File: src/rtl/fmap_mem_if.sv
// Feature-map buffer port bundle: write port, random-read port, raster-scan handshake and status.
// The master side drives requests into the buffer; the slave side is the buffer itself.
interface fmap_mem_if #(
    parameter int DATA_W = 16,
    parameter int AW     = 8
) ();
    logic              wr_en;
    logic [AW-1:0]     wr_row;
    logic [AW-1:0]     wr_col;
    logic [DATA_W-1:0] wr_data;
    logic              rd_en;
    logic [AW-1:0]     rd_row;
    logic [AW-1:0]     rd_col;
    logic              scan_start;
    logic              scan_ready;
    logic [DATA_W-1:0] rd_data;
    logic              rd_valid;
    logic              scan_busy;
    logic              scan_done;
    logic              err_oob;

    modport master (
        output wr_en, wr_row, wr_col, wr_data, rd_en, rd_row, rd_col, scan_start, scan_ready,
        input  rd_data, rd_valid, scan_busy, scan_done, err_oob
    );

    modport slave (
        input  wr_en, wr_row, wr_col, wr_data, rd_en, rd_row, rd_col, scan_start, scan_ready,
        output rd_data, rd_valid, scan_busy, scan_done, err_oob
    );
endinterface

File: src/rtl/fmap_mem.sv
// 2-D signed feature-map buffer with random read and raster-scan streaming; FMAP_ZPAD_EN enables zero-padded reads.
// Latency: reads and first scan element appear 1 cycle after the request; err_oob 1 cycle after the bad access.
// Backpressure: scan output register holds (rd_valid, rd_data stable) while scan_ready is low.
module fmap_mem #(
    parameter int DATA_W = 16,
    parameter int ROW    = 3,
    parameter int COL    = 3,
    parameter int AW     = 8
) (
    input  logic      clk,
    input  logic      rst,
    fmap_mem_if.slave bus
);
    localparam int RW = (ROW > 1) ? $clog2(ROW) : 1;
    localparam int CW = (COL > 1) ? $clog2(COL) : 1;
    localparam logic [AW-1:0] ROW_L  = AW'(ROW);
    localparam logic [AW-1:0] COL_L  = AW'(COL);
    localparam logic [RW-1:0] LAST_R = RW'(ROW - 1);
    localparam logic [CW-1:0] LAST_C = CW'(COL - 1);

    typedef enum logic [1:0] {IDLE, SCAN, DONE} state_t;

    state_t            state_q, state_d;
    logic [DATA_W-1:0] ram [ROW][COL];
    logic [RW-1:0]     r_ptr, nxt_r;
    logic [CW-1:0]     c_ptr, nxt_c;
    logic [DATA_W-1:0] rd_data_q;
    logic              rd_valid_q;
    logic              err_oob_q;
    logic              wr_ok, wr_oob, rd_in, rd_req, scan_go, accept, last_elem;

    always_comb begin
        wr_ok  = bus.wr_en && (bus.wr_row < ROW_L) && (bus.wr_col < COL_L);
        wr_oob = bus.wr_en && !wr_ok;
`ifdef FMAP_ZPAD_EN
        // Signed addresses: a set MSB is a negative (padding) coordinate.
        rd_in = !bus.rd_row[AW-1] && !bus.rd_col[AW-1] &&
                (bus.rd_row < ROW_L) && (bus.rd_col < COL_L);
`else
        rd_in = (bus.rd_row < ROW_L) && (bus.rd_col < COL_L);
`endif
        scan_go   = (state_q == IDLE) && bus.scan_start;
        rd_req    = (state_q == IDLE) && bus.rd_en && !bus.scan_start;
        accept    = (state_q == SCAN) && rd_valid_q && bus.scan_ready;
        last_elem = (r_ptr == LAST_R) && (c_ptr == LAST_C);
        nxt_r     = r_ptr;
        nxt_c     = c_ptr + CW'(1);
        if (c_ptr == LAST_C) begin
            nxt_c = '0;
            nxt_r = r_ptr + RW'(1);
        end
    end

    always_comb begin
        state_d = state_q;
        case (state_q)
            IDLE:    if (bus.scan_start) state_d = SCAN;
            SCAN:    if (accept && last_elem) state_d = DONE;
            DONE:    state_d = IDLE;
            default: state_d = IDLE;
        endcase
    end

    always_ff @(posedge clk) begin
        if (rst) state_q <= IDLE;
        else     state_q <= state_d;
    end

    // RAM is deliberately not reset; writes are legal in every FSM state.
    always_ff @(posedge clk) begin
        if (wr_ok) ram[bus.wr_row[RW-1:0]][bus.wr_col[CW-1:0]] <= bus.wr_data;
    end

    // Output register reads RAM on the same edge as any write, so a colliding read returns old data.
    always_ff @(posedge clk) begin
        if (rst) begin
            r_ptr      <= '0;
            c_ptr      <= '0;
            rd_data_q  <= '0;
            rd_valid_q <= 1'b0;
            err_oob_q  <= 1'b0;
        end else begin
            err_oob_q <= wr_oob;
            case (state_q)
                IDLE: begin
                    rd_valid_q <= 1'b0;
                    if (scan_go) begin
                        r_ptr      <= '0;
                        c_ptr      <= '0;
                        rd_data_q  <= ram[0][0];
                        rd_valid_q <= 1'b1;
                    end else if (rd_req) begin
                        if (rd_in) begin
                            rd_data_q  <= ram[bus.rd_row[RW-1:0]][bus.rd_col[CW-1:0]];
                            rd_valid_q <= 1'b1;
                        end else begin
`ifdef FMAP_ZPAD_EN
                            rd_data_q  <= '0;
                            rd_valid_q <= 1'b1;
`else
                            err_oob_q  <= 1'b1;
`endif
                        end
                    end
                end
                SCAN: begin
                    if (!rd_valid_q) begin
                        rd_data_q  <= ram[r_ptr][c_ptr];
                        rd_valid_q <= 1'b1;
                    end else if (accept) begin
                        if (last_elem) begin
                            rd_valid_q <= 1'b0;
                        end else begin
                            r_ptr     <= nxt_r;
                            c_ptr     <= nxt_c;
                            rd_data_q <= ram[nxt_r][nxt_c];
                        end
                    end
                end
                default: rd_valid_q <= 1'b0;
            endcase
        end
    end

    assign bus.rd_data   = rd_data_q;
    assign bus.rd_valid  = rd_valid_q;
    assign bus.scan_busy = (state_q == SCAN);
    assign bus.scan_done = (state_q == DONE);
    assign bus.err_oob   = err_oob_q;
endmodule

File: src/flat_wrapper.sv
// flat-port wrapper written by rule: the top's interface ports become plain ports
module fmap_mem_flat 
#(
    parameter int DATA_W = 16,
    parameter int ROW    = 3,
    parameter int COL    = 3,
    parameter int AW     = 8
)
  (clk, rst, bus_wr_en, bus_wr_row, bus_wr_col, bus_wr_data, bus_rd_en, bus_rd_row, bus_rd_col, bus_scan_start, bus_scan_ready, bus_rd_data, bus_rd_valid, bus_scan_busy, bus_scan_done, bus_err_oob);
  fmap_mem_if #(.DATA_W(DATA_W), .AW(AW)) bus_i ();
  input  logic clk;
  input  logic rst;
  input wire logic [$bits(bus_i.wr_en)-1:0] bus_wr_en;
  input wire logic [$bits(bus_i.wr_row)-1:0] bus_wr_row;
  input wire logic [$bits(bus_i.wr_col)-1:0] bus_wr_col;
  input wire logic [$bits(bus_i.wr_data)-1:0] bus_wr_data;
  input wire logic [$bits(bus_i.rd_en)-1:0] bus_rd_en;
  input wire logic [$bits(bus_i.rd_row)-1:0] bus_rd_row;
  input wire logic [$bits(bus_i.rd_col)-1:0] bus_rd_col;
  input wire logic [$bits(bus_i.scan_start)-1:0] bus_scan_start;
  input wire logic [$bits(bus_i.scan_ready)-1:0] bus_scan_ready;
  output wire logic [$bits(bus_i.rd_data)-1:0] bus_rd_data;
  output wire logic [$bits(bus_i.rd_valid)-1:0] bus_rd_valid;
  output wire logic [$bits(bus_i.scan_busy)-1:0] bus_scan_busy;
  output wire logic [$bits(bus_i.scan_done)-1:0] bus_scan_done;
  output wire logic [$bits(bus_i.err_oob)-1:0] bus_err_oob;
  assign bus_i.wr_en = bus_wr_en;
  assign bus_i.wr_row = bus_wr_row;
  assign bus_i.wr_col = bus_wr_col;
  assign bus_i.wr_data = bus_wr_data;
  assign bus_i.rd_en = bus_rd_en;
  assign bus_i.rd_row = bus_rd_row;
  assign bus_i.rd_col = bus_rd_col;
  assign bus_i.scan_start = bus_scan_start;
  assign bus_i.scan_ready = bus_scan_ready;
  assign bus_rd_data = bus_i.rd_data;
  assign bus_rd_valid = bus_i.rd_valid;
  assign bus_scan_busy = bus_i.scan_busy;
  assign bus_scan_done = bus_i.scan_done;
  assign bus_err_oob = bus_i.err_oob;
  fmap_mem #(.DATA_W(DATA_W), .ROW(ROW), .COL(COL), .AW(AW)) u_core (.clk(clk), .rst(rst), .bus(bus_i));
endmodule
File: config.mk
export PLATFORM = sky130hd
export DESIGN_NAME = fmap_mem_flat
export DESIGN_NICKNAME = d
export VERILOG_FILES = /design/src/rtl/fmap_mem_if.sv /design/src/rtl/fmap_mem.sv /design/src/flat_wrapper.sv
export SDC_FILE = /design/constraint.sdc
export NUM_CORES = 1
export LEC_CHECK = 0
export ABC_AREA = 0
export CAP_MARGIN = 20
export CELL_PAD_IN_SITES_DETAIL_PLACEMENT = 1
export CELL_PAD_IN_SITES_GLOBAL_PLACEMENT = 1
export CORE_ASPECT_RATIO = 1.75
export CORE_MARGIN = 2
export CORE_UTILIZATION = 52
export CTS_CLUSTER_DIAMETER = 100
export DETAILED_ROUTE_END_ITERATION = 8
export GPL_ROUTABILITY_DRIVEN = 0
export PLACE_DENSITY = 0.89
export SLEW_MARGIN = 20
export SYNTH_ARGS = -nofsm -noshare
export SYNTH_HDL_FRONTEND = slang
export SYNTH_SLANG_ARGS = --single-unit
File: constraint.sdc
create_clock -name clk -period 7.1 [get_ports clk]
set_input_delay 1.775 -clock clk [delete_from_list [all_inputs] [get_ports clk]]
set_output_delay 1.775 -clock clk [all_outputs]
set_load 0.1 [all_outputs]
==> impl_metrics.csv, run 1 <==
group,metric,value,unit
die,die_h,183,um
sta,tightest_slew,1110,ps
critical_path,worst_path_largest_cell_delay,890,ps
grt,gr-total-overflow,0,
power,vdd_ir_drop_max,0.000309,V
grt,grt_use_total,0.348,
grt,first_global_vias,8509,
clock_network,postCtsHoldBufs,0,
clock_network,clock_slew_seen_by_the_registers_of_the_worst_setup_and_hold_paths,70,ps
sta,final.period_utilization,0.654,
yosys,dominant_combinational_cell_family_by_area_after_synthesis,"multiplexers",
yosys,post_synth_xor_area_fraction,0.00458,
place,hpwl,20400,um
critical_path,crit_path_cell_trace,"clkdlybuf4s50_1, buf_4, or3b_1, nor2_1, a211oi_1, a21oi_1, a311oi_1, a211oi_1",
yosys,ys_ff_latch,170,
yosys,yosys.area_share.adder,0.00131,
flow_run,maxCapViolations,0,
clock_network,h-tree-depth,4,
critical_path,critical_path_peak_fanout,22,
route,drt-pass1-iter-count,6,
yosys,post_synthesis_simple_gate_area_fraction,0.0811,
route,drt_drc_violations_left,0,
critical_path,critical_path_required,7390,ps
critical_path,timing.critical_path.from_type,"input port",
power,leakagePower,3.58,nW
sta,report.final.hold_viol_count,0,
route,drt_iter0_markers,906,
final_layout,ratio_of_cells_with_drive_above_1_in_the_final_layout,0.120,
sta,finalMaxSlewViolations,0,
grt,grt_max_degree,65,
clock_network,cts_resized,0,
grt,grt_pass1_wl,50100,um
route,routedWlPerCell,30.3,um
status,outcome,"completed",
sta,final.setup_skew,10.4,ps
yosys,synth-warning-count,0,
yosys,synth_compound_area_frac,0.150,
hold_path,min_path_type,"flop to flop",
clock_network,numClockSinks,170,
power,power_density,220,nW/um2
die,floorplan.initialDensity,0.530,
critical_path,critical_path_depth,8,
critical_path,timing.critical_path.to_type,"flop",
critical_path,crit_path_frequent_cell,"sky130_fd_sc_hd__a211oi_1",
route,route.vias.total,7842,
place,numPortBuffers,73,
final_layout,syn2layout_area_growth,14.6,%
sta,period_minus_slack,4640,ps
sta,grt_setup_unrepaired,"false",
final_layout,nets,895,
critical_path,r2r_setup_slack,3180,ps
yosys,synthDistinctLibCells,56,
clock_network,cts_buffers,17,
sta,worst_slew_margin_rel,0.244,
sta,totalNegativeSetupSlack,0,ps
critical_path,rr_worst_depth,6,
die,top_level_ports,74,
power,total_power_consumption,2.42,mW
yosys,postSynthCellCount,800,
critical_path,worst-setup-path-type,"input port to flop",
critical_path,critical_path.top_delay_family,"buffers and inverters",
grt,number_of_antenna_violations_at_the_first_check_in_global_routing,0,
yosys,syn-mean-instance-area,12.0,um2
yosys,net_count_after_synthesis,855,
route,vias_per_cell,7.21,
hold_path,whs_path_depth,2,
critical_path,cpMaxStageDelayCell,"sky130_fd_sc_hd__clkdlybuf4s50_1",
yosys,synth_sequential_area_ratio,0.507,
clock_network,clock_tree.root_cell,"sky130_fd_sc_hd__clkbuf_16",
die,floorplan.die_area,19500,um2
route,final_antenna_net_count,0,
die,core,18100,um2
sta,fmax,215,MHz
final_layout,antennaDiodeCount,0,
route,detail_route.wirelength,33000,um
yosys,synth.area.mux_share,0.208,
clock_network,post_cts_setup_bufs,0,
die,rows,65,
sta,finalSetupViolCount,0,
clock_network,worstSkewPairLatency,440,ps
critical_path,critical_path.n_buffers_inverters,2,
die,floorplan.die.width,107,um
yosys,synthesis.area,9560,um2
clock_network,cts.path.max_buffers,2,
critical_path,data_arrival_time_of_the_critical_path,4930,ps
clock_network,tritoncts,"done",
[tightest hold or removal path, cell delays in order (launching register included)]
cell and delay (ps):
sky130_fd_sc_hd__dfxtp_1 320, sky130_fd_sc_hd__nor2_2 90, sky130_fd_sc_hd__a311oi_1 50
[layout make-up]
class / count / area, um2
Clock inverter: 7 / 72.6
Fill cell: 1835 / 7100
Multi-Input combinational cell: 553 / 4300
Inverter: 6 / 22.5
Clock buffer: 25 / 561
Timing Repair Buffer: 92 / 863
Sequential cell: 170 / 4850
Tap cell: 234 / 293
[logic make-up (layout without fill, tap and decap cells)]
group           count (synthesis)  after routing
flops                         170            170
mux                           164            164
xor+xnor                        2              2
fa+ha+maj                       1              1
simple gates                  166            166
buf+inv                        77            130
compound gates                220            220
[sequential cells by signal (all words and copies together) (netlist names), named ones only]
signal	flops
u_core.ram	144
u_core.bus.err_oob	1
u_core.state_q	2
u_core.bus.rd_data	16
u_core.c_ptr	2
u_core.bus.rd_valid	1
u_core.r_ptr	2
[report_power, final]
group | switching [mW] | internal (mW) | total (mW)
clock network | 0.399 | 0.587 | 0.986
logic | 0.218 | 0.104 | 0.321
registers | 0.0153 | 1.09 | 1.11
[layer usage]
| metal | track usage | part of all wire | routed length, um |
|---|---|---|---|
| met5 | 0 | 0 | 0 |
| met4 | 0.293 | 0.083 | 2740 |
| met3 | 0.0661 | 0.075 | 2470 |
| met2 | 0.571 | 0.50 | 16400 |
| met1 | 0.387 | 0.34 | 11400 |
[final timing paths]
check	from	endpoint
max	bus_rd_row[1]	u_core.bus.rd_data[11]
min	u_core.bus.rd_data[13]	u_core.bus.rd_data[13]
max reg2reg	u_core.c_ptr[1]	u_core.bus.rd_data[1]
min reg2reg	u_core.bus.rd_data[13]	u_core.bus.rd_data[13]
[placed cells by master (no fill, tap or decap), drive strengths merged, types with 5 or more instances in the layout]
cell type      synthesis  layout
mux4                  26      26
nand2                 34      34
a211oi                38      38
o21ai                 50      50
mux2i                129     129
nand2b                 6       6
nor2                  79      79
a2111oi               18      18
clkbuf                24      25
a311oi                13      13
a21oi                 51      51
nor4                   7       7
o22ai                 20      20
edfxtp               144     144
dfxtp                 26      26
buf                   47      21
mux2                   9       9
a221oi                 5       5
clkinv                 0       5
nor3                  13      13
clkdlybuf4s50          0      71
o211ai                13      13
inv                    6       7
[cell usage after synthesis (all sizes together)]
library cell,n,area (um2)
or4b,1,13.8
a221oi,5,50.0
nand3b,2,15.0
o21ai,50,250
and2,2,12.5
dfxtp,26,521
edfxtp,144,4320
ha,1,12.5
buf,47,357
a211oi,38,285
o221ai,3,26.3
or4,1,11.3
a31oi,4,25.0
nor3,13,65.1
or3,4,25.0
o211ai,13,97.6
nand4b,1,8.76
a21oi,51,255
and3,1,11.3
or3b,2,20.0
a21o,1,7.51
a22oi,1,7.51
mux2,9,105
or2,1,6.26
nor4b,1,8.76
mux2i,129,1290
and4b,1,10.0
a2111oi,18,158
xnor2,2,43.8
nor2b,3,18.8
nand2,34,128
inv,6,22.5
o22ai,20,125
clkbuf,24,90.1
a311oi,13,114
nand2b,6,37.5
nand3,4,20.0
nor3b,2,15.0
o21a,3,30.0
nor2,79,299
mux4,26,586
nor4,7,43.8
nand4,1,6.26
[stage by stage]
step,setup slack [ps],util,std cells,hold WS [ps],cell area [um2]
final,2460,0.607,1087,504,11000
after detailed placement,2160,0.572,1055,500,10300
after floorplan,2140,-,800,462,9560
after global placement,2490,0.572,1055,491,10300
after CTS,2490,0.607,1087,509,11000
after global routing,2390,0.607,1087,535,11000
Note: power is estimated with default switching activity, not from simulation.
==> inputs of run 2 (changes only) <==
--- a/config.mk
+++ b/config.mk
@@ -11,11 +11,11 @@
 export CELL_PAD_IN_SITES_GLOBAL_PLACEMENT = 1
 export CORE_ASPECT_RATIO = 1.75
 export CORE_MARGIN = 2
-export CORE_UTILIZATION = 52
+export CORE_UTILIZATION = 43
 export CTS_CLUSTER_DIAMETER = 100
 export DETAILED_ROUTE_END_ITERATION = 8
 export GPL_ROUTABILITY_DRIVEN = 0
-export PLACE_DENSITY = 0.89
+export PLACE_DENSITY = 0.79
 export SLEW_MARGIN = 20
 export SYNTH_ARGS = -nofsm -noshare
 export SYNTH_HDL_FRONTEND = slang
==> constraint.sdc (replaced) <==
create_clock -name clk -period 4.1 [get_ports clk]
set_input_delay 1.025 -clock clk [delete_from_list [all_inputs] [get_ports clk]]
set_output_delay 1.025 -clock clk [all_outputs]
set_load 0.1 [all_outputs]
==> impl_metrics.csv, run 2 (same netlist as run 1, synthesis figures left out) <==
group,metric,value,unit
status,outcome,"completed",
power,total_power_consumption,4.09,mW
die,floorplan.die_area,23500,um2
route,drt_drc_violations_left,0,
clock_network,postCtsHoldBufs,0,
sta,tightest_slew,996,ps
sta,totalNegativeSetupSlack,0,ps
sta,finalMaxSlewViolations,0,
clock_network,clock_slew_seen_by_the_registers_of_the_worst_setup_and_hold_paths,70,ps
final_layout,final_core_utilization,0.509,
sta,fmax,309,MHz
flow_run,maxCapViolations,0,
sta,finalSetupViolCount,0,
power,power_density,365,nW/um2
clock_network,clock_tree.root_cell,"sky130_fd_sc_hd__clkbuf_16",
route,routedWlPerCell,26.3,um
sta,final.period_utilization,0.789,
final_layout,layout_common_cells,"sky130_fd_sc_hd__edfxtp_1 (144), sky130_fd_sc_hd__mux2i_1 (128), sky130_fd_sc_hd__nor2_1 (75)",
route,drt-pass1-iter-count,5,
route,drt_iter0_markers,557,
grt,number_of_antenna_violations_at_the_first_check_in_global_routing,0,
critical_path,critical_path_required,4250,ps
sta,final.setup_skew,6.35,ps
clock_network,post_cts_setup_bufs,0,
final_layout,syn2layout_area_growth,16.9,%
sta,report.final.hold_viol_count,0,
grt,gr-total-overflow,0,
clock_network,cts_buffers,17,
route,route.vias.total,7450,
grt,first_global_vias,8181,
sta,period_minus_slack,3240,ps
critical_path,critical_path_peak_fanout,16,
hold_path,min_path_type,"flop to flop",
die,top_level_ports,74,
clock_network,tritoncts,"done",
clock_network,numClockSinks,170,
place,hpwl,20600,um
final_layout,flip_flop_count_of_the_largest_register_all_copies_and_words_added,144,
die,floorplan.die.width,117,um
final_layout,layout.cells.most_common,"sky130_fd_sc_hd__edfxtp_1",
critical_path,data_arrival_time_of_the_critical_path,3390,ps
power,leakagePower,3.66,nW
route,detail_route.wirelength,30700,um
final_layout,ratio_of_cells_with_drive_above_1_in_the_final_layout,0.144,
power,vdd_ir_drop_max,0.000316,V
die,core,22000,um2
clock_network,h-tree-depth,4,
grt,grt_use_total,0.271,
route,final_antenna_net_count,0,
die,rows,72,
clock_network,worstSkewPairLatency,450,ps
critical_path,timing.critical_path.to_type,"flop",
die,floorplan.initialDensity,0.435,
clock_network,cts.path.max_buffers,2,
die,die_h,201,um
sta,worst_slew_margin_rel,0.334,
sta,grt_setup_unrepaired,"false",
grt,grt_pass1_wl,46600,um
final_layout,nets,914,
grt,grt_max_degree,51,
final_layout,register_area,4850,um2
clock_network,cts_resized,0,
critical_path,worst-setup-path-type,"input port to flop",
route,vias_per_cell,6.37,
critical_path,r2r_setup_slack,1230,ps
critical_path,timing.critical_path.from_type,"input port",
final_layout,multi_input_area,4300,um2
place,numPortBuffers,73,
final_layout,filler_cell_count,2329,
## run 2: cell count changes in the layout (fill, tap and decap cells not counted), sizes merged
cell	before	now
clkdlybuf4s50	71	70
diode	0	1
clkinvlp	0	1
clkinv	5	3
inv	7	16
buf	21	41
clkbuf	25	17
## run 2: stage by stage
stage / hold WS, ps / instances / setup slack (ps) / area (um2)
floorplan: 462 / 800 / 129 / 9570
global placement: 489 / 1136 / 438 / 10600
detailed placement: 492 / 1136 / 380 / 10600
CTS: 501 / 1168 / 846 / 11200
global route: 519 / 1168 / 742 / 11200
finish: 498 / 1169 / 864 / 11200
## run 2: layout make-up
type	instances	share of cell area
Multi-Input combinational cell	553	0.384
Timing Repair Buffer	111	0.0945
Clock inverter	15	0.0138
Sequential cell	170	0.434
Inverter	6	0.00201
Tap cell	296	0.0331
Clock buffer	17	0.0381
Antenna cell	1	0.000224
## run 2: final timing paths
| path | end | startpoint | cells past startpoint |
|---|---|---|---|
| setup / recovery | u_core.ram[1][2] | bus_wr_row[0] | 7 |
| hold / removal | u_core.bus.rd_data[0] | u_core.bus.rd_data[0] | 2 |
| setup reg to reg | u_core.bus.rd_data[9] | flop | 6 |
| hold reg to reg | u_core.bus.rd_data[0] | u_core.bus.rd_data[0] | 2 |
## run 2: layer usage
layer,GRT usage,wire [um]
met4,0.175,1910
met1,0.284,10600
met5,0,0
met3,0.0509,1320
met2,0.480,16900
## run 2: worst max-delay path: stages
cell                              delay [ps]
sky130_fd_sc_hd__clkdlybuf4s50_1         560
sky130_fd_sc_hd__a211oi_1                270
sky130_fd_sc_hd__nand4_1                 140
sky130_fd_sc_hd__or4b_4                  550
sky130_fd_sc_hd__or3b_4                  420
sky130_fd_sc_hd__nor2_1                  200
sky130_fd_sc_hd__buf_12                  200
## run 2: where the power goes
part           switching [mW]  internal, mW  leakage (nW)
sequential             0.0181          1.89          1.51
combinational           0.379         0.187          1.87
clock                   0.748         0.862         0.287
total                    1.14          2.94          3.66
==> inputs of run 3 (changes only) <==
==> constraint.sdc (replaced) <==
create_clock -name clk -period 2.82 [get_ports clk]
set_input_delay 0.705 -clock clk [delete_from_list [all_inputs] [get_ports clk]]
set_output_delay 0.705 -clock clk [all_outputs]
set_load 0.1 [all_outputs]
==> impl_metrics.csv, run 3 (same netlist as run 1, synthesis figures left out) <==
group,metric,value,unit
route,drt_iter0_markers,703,
clock_network,worstSkewPairLatency,440,ps
grt,gr-total-overflow,0,
final_layout,ratio_of_cells_with_drive_above_1_in_the_final_layout,0.194,
die,rows,72,
grt,grt_use_total,0.266,
place,hpwl,19900,um
power,leakagePower,3.90,nW
critical_path,crit_path_cell_trace,"clkdlybuf4s50_1, nor4_4, nand4_1, or4b_4, or3b_4, nor3_4, buf_12",
clock_network,cts.path.max_buffers,2,
final_layout,design_area,11700,um2
place,numPortBuffers,73,
route,drt-pass1-iter-count,5,
grt,grt_max_degree,54,
die,floorplan.die.width,117,um
place,placedCellCount,1163,
final_layout,syn2layout_area_growth,22.0,%
sta,period_minus_slack,2710,ps
die,top_level_ports,74,
sta,finalMaxSlewViolations,0,
flow_run,maxCapViolations,0,
place,dp_slack,-365,ps
power,vdd_ir_drop_max,0.000426,V
die,floorplan.initialDensity,0.435,
sta,fmax,369,MHz
grt,first_global_vias,8122,
clock_network,post_cts_setup_bufs,0,
clock_network,tritoncts,"done",
place,dpl-instance-area,11100,um2
hold_path,min_path_type,"flop to flop",
route,drt_drc_violations_left,0,
critical_path,timing.critical_path.to_type,"flop",
clock_network,h-tree-depth,4,
final_layout,final-instance-count-excl-fill,1195,
die,core,22000,um2
final_layout,antennaDiodeCount,0,
clock_network,numClockSinks,170,
final_layout,filler_cell_count,2344,
sta,tightest_slew,601,ps
critical_path,data_arrival_time_of_the_critical_path,2870,ps
final_layout,flip_flop_count_of_the_largest_register_all_copies_and_words_added,144,
route,final_antenna_net_count,0,
route,detail_route.wirelength,30100,um
clock_network,clock_slew_seen_by_the_registers_of_the_worst_setup_and_hold_paths,70,ps
route,routedWlPerCell,25.2,um
power,power_density,517,nW/um2
final_layout,nets,941,
clock_network,cts_buffers,17,
final_layout,layout_common_cells,"sky130_fd_sc_hd__edfxtp_1 (144), sky130_fd_sc_hd__mux2i_1 (128), sky130_fd_sc_hd__nor2_1 (74)",
critical_path,timing.critical_path.from_type,"input port",
sta,report.final.hold_viol_count,0,
grt,grt_pass1_wl,46300,um
die,die_h,201,um
critical_path,cpMaxStageDelayCell,"sky130_fd_sc_hd__or4b_4",
route,route.vias.total,7534,
critical_path,critical_path_peak_fanout,16,
sta,grt_setup_unrepaired,"false",
critical_path,worst-setup-path-type,"input port to flop",
status,outcome,"completed",
critical_path,critical_path.n_buffers_inverters,2,
sta,finalSetupViolCount,0,
die,floorplan.die_area,23500,um2
route,vias_per_cell,6.30,
critical_path,worst_path_largest_cell_delay,510,ps
sta,final.setup_skew,6.46,ps
sta,hold-worst-slack,502,ps
sta,totalNegativeSetupSlack,0,ps
critical_path,critical_path_required,2970,ps
sta,worst_slew_margin_rel,0.589,
sta,postLayoutSetupSlackWorst,106,ps
clock_network,clock_tree.root_cell,"sky130_fd_sc_hd__clkbuf_16",
final_layout,layout.cells.most_common,"sky130_fd_sc_hd__edfxtp_1",
grt,number_of_antenna_violations_at_the_first_check_in_global_routing,0,
critical_path,critical_path.top_delay_family,"simple AND/OR/NAND/NOR gates",
sta,final.period_utilization,0.962,
## run 3: layout make-up
cell class,instances,area (um2),area share
multi-input cells,553,4370,0.374
inverters,6,22.5,0.00193
clock inverters,14,159,0.0136
repair buffers,138,1460,0.126
well taps,296,370,0.0318
flip-flops and latches,170,4850,0.416
clock buffers,18,429,0.0368
## run 3: tightest hold or removal path, stage by stage (launching register included)
cell and delay, ps:
sky130_fd_sc_hd__dfxtp_1 310, sky130_fd_sc_hd__nor2_1 100, sky130_fd_sc_hd__a211oi_1 50
## run 3: per-stage QoR
| stage | total power [mW] | util |
|---|---|---|
| floorplan | 3.36 | - |
| global placement | 3.69 | 0.504 |
| detailed placement | 3.71 | 0.504 |
| CTS | 6.05 | 0.530 |
| global route | 6.20 | 0.531 |
| finish | 6.04 | 0.531 |
## run 3: final timing paths
path,startpoint,end,slack (ps),cells past startpoint
max,bus_wr_row[7],u_core.ram[0][14],110,7
min,u_core.bus.rd_data[6],u_core.bus.rd_data[6],500,2
max reg2reg,u_core.c_ptr[1],u_core.bus.rd_data[3],360,9
min reg2reg,u_core.bus.rd_data[6],u_core.bus.rd_data[6],500,2
## run 3: power by group
part | switching (mW) | internal (mW)
registers | 0.0174 | 2.75
clock network | 1.05 | 1.32
logic | 0.576 | 0.321
total | 1.64 | 4.39
## run 3: timing repair
action,in CTS,in global routing
gates resized for setup,0,1
endpoints found under the setup margin,0,1
hold buffers,0,0
## run 3: metal layers
metal	share of wire	up-vias	routed length, um	track usage
li1	-	3327	-	-
met1	0.37	3803	11000	0.302
met2	0.54	302	16400	0.473
met3	0.046	102	1400	0.0431
met4	0.044	0	1330	0.132
met5	0	-	0	0
